--- config.mk ---
export PLATFORM = sky130hd
export DESIGN_NAME = flash_sample_reader
export DESIGN_NICKNAME = d
export VERILOG_FILES = /design/src/rtl/flash_sample_reader.sv
export SDC_FILE = /design/constraint.sdc
export NUM_CORES = 1
export LEC_CHECK = 0
export ABC_AREA = 0
export CORE_ASPECT_RATIO = 0.8
export CORE_MARGIN = 3
export CORE_UTILIZATION = 47
export CTS_CLUSTER_DIAMETER = 30
export DETAILED_ROUTE_END_ITERATION = 8
export PLACE_DENSITY = 0.85
export SYNTH_ARGS = -nofsm -noshare
export SYNTH_HDL_FRONTEND = slang
export SYNTH_SLANG_ARGS = --single-unit
--- constraint.sdc ---
create_clock -name clk -period 2.2 [get_ports clk]
set_input_delay 0.33 -clock clk [delete_from_list [all_inputs] [get_ports clk]]
set_output_delay 0.33 -clock clk [all_outputs]
set_load 0.01 [all_outputs]
--- src/rtl/flash_sample_reader.sv ---
// Sample-fetch engine: pulls 32-bit words from flash over Avalon-MM and plays
// their two 16-bit halves, one upper byte per sample_tick, forward or reverse.
module flash_sample_reader #(
  parameter int                    ADDR_WIDTH = 23,
  parameter logic [ADDR_WIDTH-1:0] START_ADDR = 23'h0,
  parameter logic [ADDR_WIDTH-1:0] END_ADDR   = 23'h7FFFF
) (
  input  logic                  clk,
  input  logic                  reset,
  input  logic                  sample_tick,
  input  logic                  enable,
  input  logic                  reverse,
  input  logic                  restart,
  output logic                  flash_mem_read,
  output logic [ADDR_WIDTH-1:0] flash_mem_address,
  output logic [3:0]            flash_mem_byteenable,
  input  logic                  flash_mem_waitrequest,
  input  logic [31:0]           flash_mem_readdata,
  input  logic                  flash_mem_readdatavalid,
  output logic [7:0]            audio_out,
  output logic                  sample_valid,
  output logic                  underrun
);

  typedef enum logic [1:0] {S_IDLE, S_REQ, S_WAIT, S_READY} state_t;

  localparam logic [ADDR_WIDTH-1:0] ONE = 1;

  state_t                state, state_next;
  logic [ADDR_WIDTH-1:0] addr, addr_step;
  logic [31:0]           word_q;
  logic                  half, dir_q, restart_pend;
  logic                  tick_en, last_half, discard;

  assign tick_en   = sample_tick & enable;
  assign last_half = dir_q ? ~half : half;
  assign discard   = restart_pend | restart;

  assign flash_mem_read       = (state == S_REQ);
  assign flash_mem_address    = addr;
  assign flash_mem_byteenable = 4'hF;

  // Wrap-around step follows the direction the current word was loaded with.
  always_comb begin
    addr_step = addr;
    if (dir_q)
      addr_step = (addr == START_ADDR) ? END_ADDR : addr - ONE;
    else
      addr_step = (addr == END_ADDR) ? START_ADDR : addr + ONE;
  end

  always_ff @(posedge clk or negedge reset) begin
    if (!reset)
      state <= S_IDLE;
    else
      state <= state_next;
  end

  always_comb begin
    state_next = state;
    case (state)
      S_IDLE:  if (!restart && enable) state_next = S_REQ;
      S_REQ:   if (!flash_mem_waitrequest) state_next = S_WAIT;
      S_WAIT:  if (flash_mem_readdatavalid) state_next = discard ? S_IDLE : S_READY;
      S_READY: begin
        if (restart)
          state_next = S_IDLE;
        else if (tick_en && last_half)
          state_next = S_REQ;
      end
      default: state_next = S_IDLE;
    endcase
  end

  // A restart during a fetch lets the handshake finish and drops the word.
  always_ff @(posedge clk or negedge reset) begin
    if (!reset) begin
      addr         <= START_ADDR;
      word_q       <= '0;
      half         <= 1'b0;
      dir_q        <= 1'b0;
      restart_pend <= 1'b0;
      audio_out    <= '0;
      sample_valid <= 1'b0;
      underrun     <= 1'b0;
    end else begin
      sample_valid <= 1'b0;
      underrun     <= 1'b0;
      case (state)
        S_IDLE: begin
          addr         <= reverse ? END_ADDR : START_ADDR;
          restart_pend <= 1'b0;
        end
        S_REQ, S_WAIT: begin
          if (restart) restart_pend <= 1'b1;
          if (tick_en) underrun <= 1'b1;
          if (state == S_WAIT && flash_mem_readdatavalid) begin
            restart_pend <= 1'b0;
            if (!discard) begin
              word_q <= flash_mem_readdata;
              dir_q  <= reverse;
              half   <= reverse;
            end
          end
        end
        S_READY: begin
          if (!restart && tick_en) begin
            audio_out    <= half ? word_q[31:24] : word_q[15:8];
            sample_valid <= 1'b1;
            if (last_half)
              addr <= addr_step;
            else
              half <= ~half;
          end
        end
        default: ;
      endcase
    end
  end

endmodule

## Yosys cells after proc, flatten, opt, wreduce, memory -nomap -nowiden

Index checks and enable logic that the tools add are counted.

| operators by class | value |
|---|---|
| reductions and logical operators | 17 |
| bitwise logic cells | 4 |
| add/subtract/negate cells | 2 |
| mux-type cells | 28 |
| equality and inequality tests | 14 |

Operator list:

| kind | count |
|---|---|
| two-way mux 23 bit | 5 |
| case mux 23 bit (2 select lines) | 1 |
| adder 23 x 1 -> 23 bit, second input constant | 1 |
| equality test 23 x 19 -> 1 bit, second input constant | 1 |
| zero test 23 bit | 1 |
| subtractor 23 x 1 -> 23 bit, second input constant | 1 |
| two-way mux 19 bit | 1 |
| != test 2 bit, second input constant | 8 |
| two-way mux 2 bit | 6 |
| two-way mux 1 bit | 11 |
| two-way mux 8 bit | 1 |
| case mux 2 bit (4 select lines) | 1 |
| != test 3 bit, second input constant | 2 |
| AND reduction 3 bit | 2 |
| nonzero test 2 bit | 3 |
| AND reduction 5 bit | 1 |
| equality test 2 bit, second input constant | 2 |
| logical AND 1 bit | 4 |
| case mux 1 bit (2 select lines) | 2 |
| AND reduction 2 bit | 2 |
| AND reduction 4 bit | 1 |
| equality test 2 x 1 -> 1 bit, second input constant | 1 |
| zero test 2 bit | 1 |
| NOT 1 bit | 2 |
| other kinds (4) | 4 |

| word-level totals | value |
|---|---|
| register bits after elaboration | 70 |
| output and inout port bits | 38 |

## Longest topological paths before layout

| depth | value |
|---|---|
| depth after elaboration | 6 |
| mapped depth | 9 |

## Worst setup path before layout

Ideal clock, no wire load.

| path | value |
|---|---|
| path type | register to register |
| start | register addr[10], in the netlist flash_mem_address[10] |
| end | register addr[18], in the netlist flash_mem_address[18] |
| cell stages (with the launch flop) | 9 |
| setup slack | -201 ps |
| arrival time | 2252 ps |
| library setup time | 150 ps |
| required time | 2050 ps |
| buffers on the path | 2 |
| cells stage by stage | dfrtp_1 > buf_6 > or4_4 > or4_4 > buf_6 > nor4_4 > xor2_1 > nor3_1 > nor3_2 |

| between the ends | value |
|---|---|
| word-level cells in the longest chain between the ends | 6 |

Ends and longest elaborated chain:

| what | line | RTL |
|---|---|---|
| start, declared | 30 | `logic [ADDR_WIDTH-1:0] addr, addr_step;` |
| start signal, assigned | 91 | `addr <= reverse ? END_ADDR : START_ADDR;` |
| start signal, assigned | 111 | `addr <= addr_step;` |
| adder 23 x 1 -> 23 bit, or another cell as far along | 49 | `addr_step = (addr == END_ADDR) ? START_ADDR : addr + ONE;` |
| two-way mux 23 bit, on equally long branches | 49, 47 |  |
| two-way mux 23 bit * | 46 | `if (dir_q)` |
| two-way mux 23 bit * | 110 | `if (last_half)` |
| two-way mux 23 bit * | 107 | `if (!restart && tick_en) begin` |
| case mux 23 bit (2 select lines) * | 89 | `case (state)` |

Every way passes the cells marked *; elsewhere a longest branch is shown, timed or not. The select of a mux whose other input is x is not followed.
A chain may end at the register's enable or synchronous reset.

## Worst setup path after layout

| path | value |
|---|---|
| start | register addr[12], in the netlist flash_mem_address[12] |
| end | register addr[3], in the netlist flash_mem_address[3] |

| between the ends | value |
|---|---|
| word-level cells in the longest chain between the ends | 6 |

Ends and longest elaborated chain:

| what | line |
|---|---|
| equality test 23 x 19 -> 1 bit / zero test 23 bit (equally long branches) | 49, 47 |
| two-way mux 23 bit, on equally long branches | 49, 47 |
| two-way mux 23 bit * | 46 |
| two-way mux 23 bit * | 110 |
| two-way mux 23 bit * | 107 |
| case mux 23 bit (2 select lines) * | 89 |

Marked as above.

==> impl_metrics.csv <==
group,metric,value,unit
clock_network,cts_buffers,5,
setup_path,path_class,"reg -> reg",
global_routing,top_usage_layer,"met2",
detailed_routing,first_iter_violations,537,
clock_network,clk_path_buf_depth,2,
setup_path,required,2.43,ns
setup_path,cp_max_fo,6,
final_layout,design_area,5160,um2
clock_network,cts_root_buf,"clkbuf_8",
yosys,syn_area,3670,um2
setup_path,rr_worst_depth,7,
global_routing,grt_max_degree,33,
placement,placedCellCount,625,
timing,tns,-2.15,ns
timing,setup_viol,19,
global_routing,gr-usage-all-layers,25.9,%
yosys,avgSynthCellArea,8.92,um2
outcome,status,"finished with violations",
clock_network,numClockSinks,54,
timing,hold_viol,0,
timing,min_period_over_period,110,%
detailed_routing,vias,3966,
clock_network,cts-htree-levels,2,
yosys,synthArstFlopShare,100,%
die,start_util,48.9,%
pwr,p_per_area,1190,nW/um2
global_routing,grt_util_met1,35.9,%
timing,max_freq,414,MHz
setup_path,regToRegSetupSlack,-0.21,ns
timing,post-route-min-period,2.41,ns
setup_path,cpPeakStageDelay,0.55,ns
setup_path,rr_endpoint,"flash_mem_address[3]$_DFFE_PN0P_",
die,core_area,7500,um2
yosys,ys_seq_area_share,36.8,%
setup_path,worstPathArrival,2.65,ns
yosys,synth.ff_latch_count,54,
die,io_pins,78,
yosys,synthAdderAreaFrac,2.39,%
setup_path,crit_path_start_kind,"flop",
detailed_routing,drt-pass1-iter-count,5,
yosys,synthMuxAreaShare,8.84,%
timing,fin_ws,-0.214,ns
placement,place_area,4870,um2
final_layout,utilization,68.9,%
placement,place.gp.congestion,0.998,
yosys,synth_xor_area_share,4.30,%
setup_path,crit_slowest_cell,"or4_4",
setup_path,reg2reg_from,"flash_mem_address[12]$_DFFE_PN0P_",
detailed_routing,route.detailed.drc,0,
clock_network,path_clk_slew,0.10,ns
pwr,p_leak,2.13,nW
setup_path,crit_start,"flash_mem_address[12]$_DFFE_PN0P_",
final_layout,n_antenna_cell,0,
timing,skew,0.0112,ns
timing,rsz0062_at_grt,"yes",
die,die_w,105,um
setup_path,path_common_cell,"or4_4",
yosys,synthFlopType,"dfrtp_1",
timing,hold_slack,0.0126,ns
clock_network,cts_tree,"built",
global_routing,grt_pass1_wl,18600,um
die,die_area,8910,um2
global_routing,grt-ovfl-total,0,
yosys,ys_types,69,
global_routing,grt_use_met2,40.4,%
die,fp.dieH,85.0,um
global_routing,grt_antenna_before_repair,0,
clock_network,clk_latency,0.32,ns
timing,relSlewSlack,58.9,%
die,std_cell_rows,28,
placement,io_buffers,57,
flow_run,max_cap_viol_count,0,
setup_path,endpoint_kind,"flop",
yosys,synth_top_family_by_area,"simple AND/OR/NAND/NOR gates",
detailed_routing,wl_per_cell,18.9,um
outcome,violations,"setup timing",
final_layout,layout.nets,584,
yosys,synth_compound_area_share,19.2,%
hold_path,hp-class,"in -> async",
final_layout,n_fill_cell,573,
global_routing,grt_use_met3,5.48,%
yosys,synth_cells,411,
global_routing,grt_pass1_vias,3725,
timing,worst_pin_slew,0.617,ns
detailed_routing,viasPerCell,6.18,
detailed_routing,routed_wl,12200,um
final_layout,drive_gt1_share,29.2,%
yosys,synth_edf_count,0,
final_layout,final_cells,642,
pwr,peakVddDrop,0.591,mV
yosys,yosys.area_share.simple,22.9,%
timing,slew_violations,0,
detailed_routing,antenna_left,0,
final_layout,area_growth,40.8,%
yosys,yosysWarnings,0,
placement,dpl.hpwl,8590,um
clock_network,postCtsHoldBufs,0,
setup_path,path_cells,"or4_4, or4_4, buf_12, o21ai_4, buf_6, o21ai_2, a221oi_2",
[power by group]
part           total, mW  switching (mW)  internal, mW
registers           1.66           0.312          1.35
clock network      0.556           0.336         0.220
logic               3.93            2.09          1.84
[worst max-delay path by stage]
stage                                        end  slack (ns)  cells after the start
6_report        flash_mem_address[3]$_DFFE_PN0P_       -0.21                      7
5_1_grt         flash_mem_address[3]$_DFFE_PN0P_       -0.25                      7
4_1_cts         flash_mem_address[3]$_DFFE_PN0P_       -0.11                      7
3_5_place_dp    flash_mem_address[2]$_DFFE_PN0P_       -0.17                      6
3_3_place_gp   flash_mem_address[10]$_DFFE_PN0P_       -0.06                      7
2_1_floorplan  flash_mem_address[18]$_DFFE_PN0P_       -0.09                      8
[worst max-delay path: cells and delay by family (launching register included)]
family / cells / cell delay [ns]
flops: 1 / 0.39
compound gates: 3 / 0.54
buf+inv: 2 / 0.31
simple gates: 2 / 1.09
[layout by cell type (no fill, tap or decap), drive strengths merged, types with 7 or more instances in the layout]
cell type | Yosys | routed
nor3 | 14 | 14
nand4 | 12 | 12
a21oi | 33 | 33
nand2 | 31 | 31
a31oi | 7 | 7
ha | 7 | 7
buf | 10 | 90
clkdlybuf4s50 | 0 | 56
xnor2 | 12 | 12
dfrtp | 54 | 54
nor2 | 31 | 31
nand3 | 17 | 17
inv | 13 | 13
mux2 | 19 | 19
o21ai | 26 | 26
nor4 | 12 | 12
mux2i | 11 | 11
[logic make-up after synthesis]
logic type               after synthesis
flip-flops                            54
AO/OA/AOI/OAI                        107
other                                  1
buffers and inverters                 44
adder cells (fa/ha/maj)                7
multiplexers                          30
AND/OR/NAND/NOR                      150
XOR/XNOR                              18
[state kept, by name (all words and copies together) (netlist names)]
register	flops
underrun	1
audio_out	8
word_q	16
flash_mem_address	23
state	2
sample_valid	1
half	1
restart_pend	1
dir_q	1
[through the flow]
| stage | worst slack [ns] | power (mW) |
|---|---|---|
| after floorplan | -0.0934 | 3.71 |
| after global placement | -0.0628 | 5.15 |
| after detailed placement | -0.174 | 5.29 |
| after CTS | -0.109 | 5.88 |
| after global routing | -0.255 | 6.49 |
| final | -0.214 | 6.15 |
[cell usage after synthesis (3+ instances only)]
cell,count,area (um2)
nor4b_1,3,26.3
nand4_1,12,75.1
nand3_1,17,85.1
mux2_2,19,214
o21a_1,5,37.5
dfrtp_1,54,1350
nor4_2,4,50.1
o21ai_1,3,15.0
mux2i_1,11,110
a21oi_1,33,165
a31oi_1,7,43.8
or3_1,4,25.0
o211ai_1,5,37.5
o22ai_1,4,25.0
o21ai_0,22,110
xor2_1,6,52.6
nor2_1,30,113
nor3b_1,3,22.5
and4_1,3,26.3
inv_1,13,48.8
ha_1,7,87.6
and3_1,4,25.0
nor3_1,12,60.1
clkbuf_1,19,71.3
buf_4,4,30.0
a211oi_1,3,22.5
nor4_1,7,43.8
xnor2_1,12,105
nand2_1,31,116
nand2b_1,4,25.0
[area by class of cell]
class	instances	area [um2]	area share (%)
Multi-Input combinational cell	316	2280	44.1
Sequential cell	54	1350	26.2
Timing Repair Buffer	146	1270	24.6
Tap cell	105	131	2.54
Clock buffer	6	72.6	1.41
Inverter	14	52.6	1.02
Clock inverter	1	7.51	0.145
[per-layer routing]
metal	part of all wire [%]	routed length, um
met1	42	5070
met2	45	5460
met3	10	1230
met4	3.3	396
met5	0	0
[what timing repair did]
action	in CTS	in global routing
pin swaps	1	24
setup endpoints to repair	14	23
resized for setup	6	28
setup buffers	3	7
Note: power is estimated with default switching activity, not from simulation.
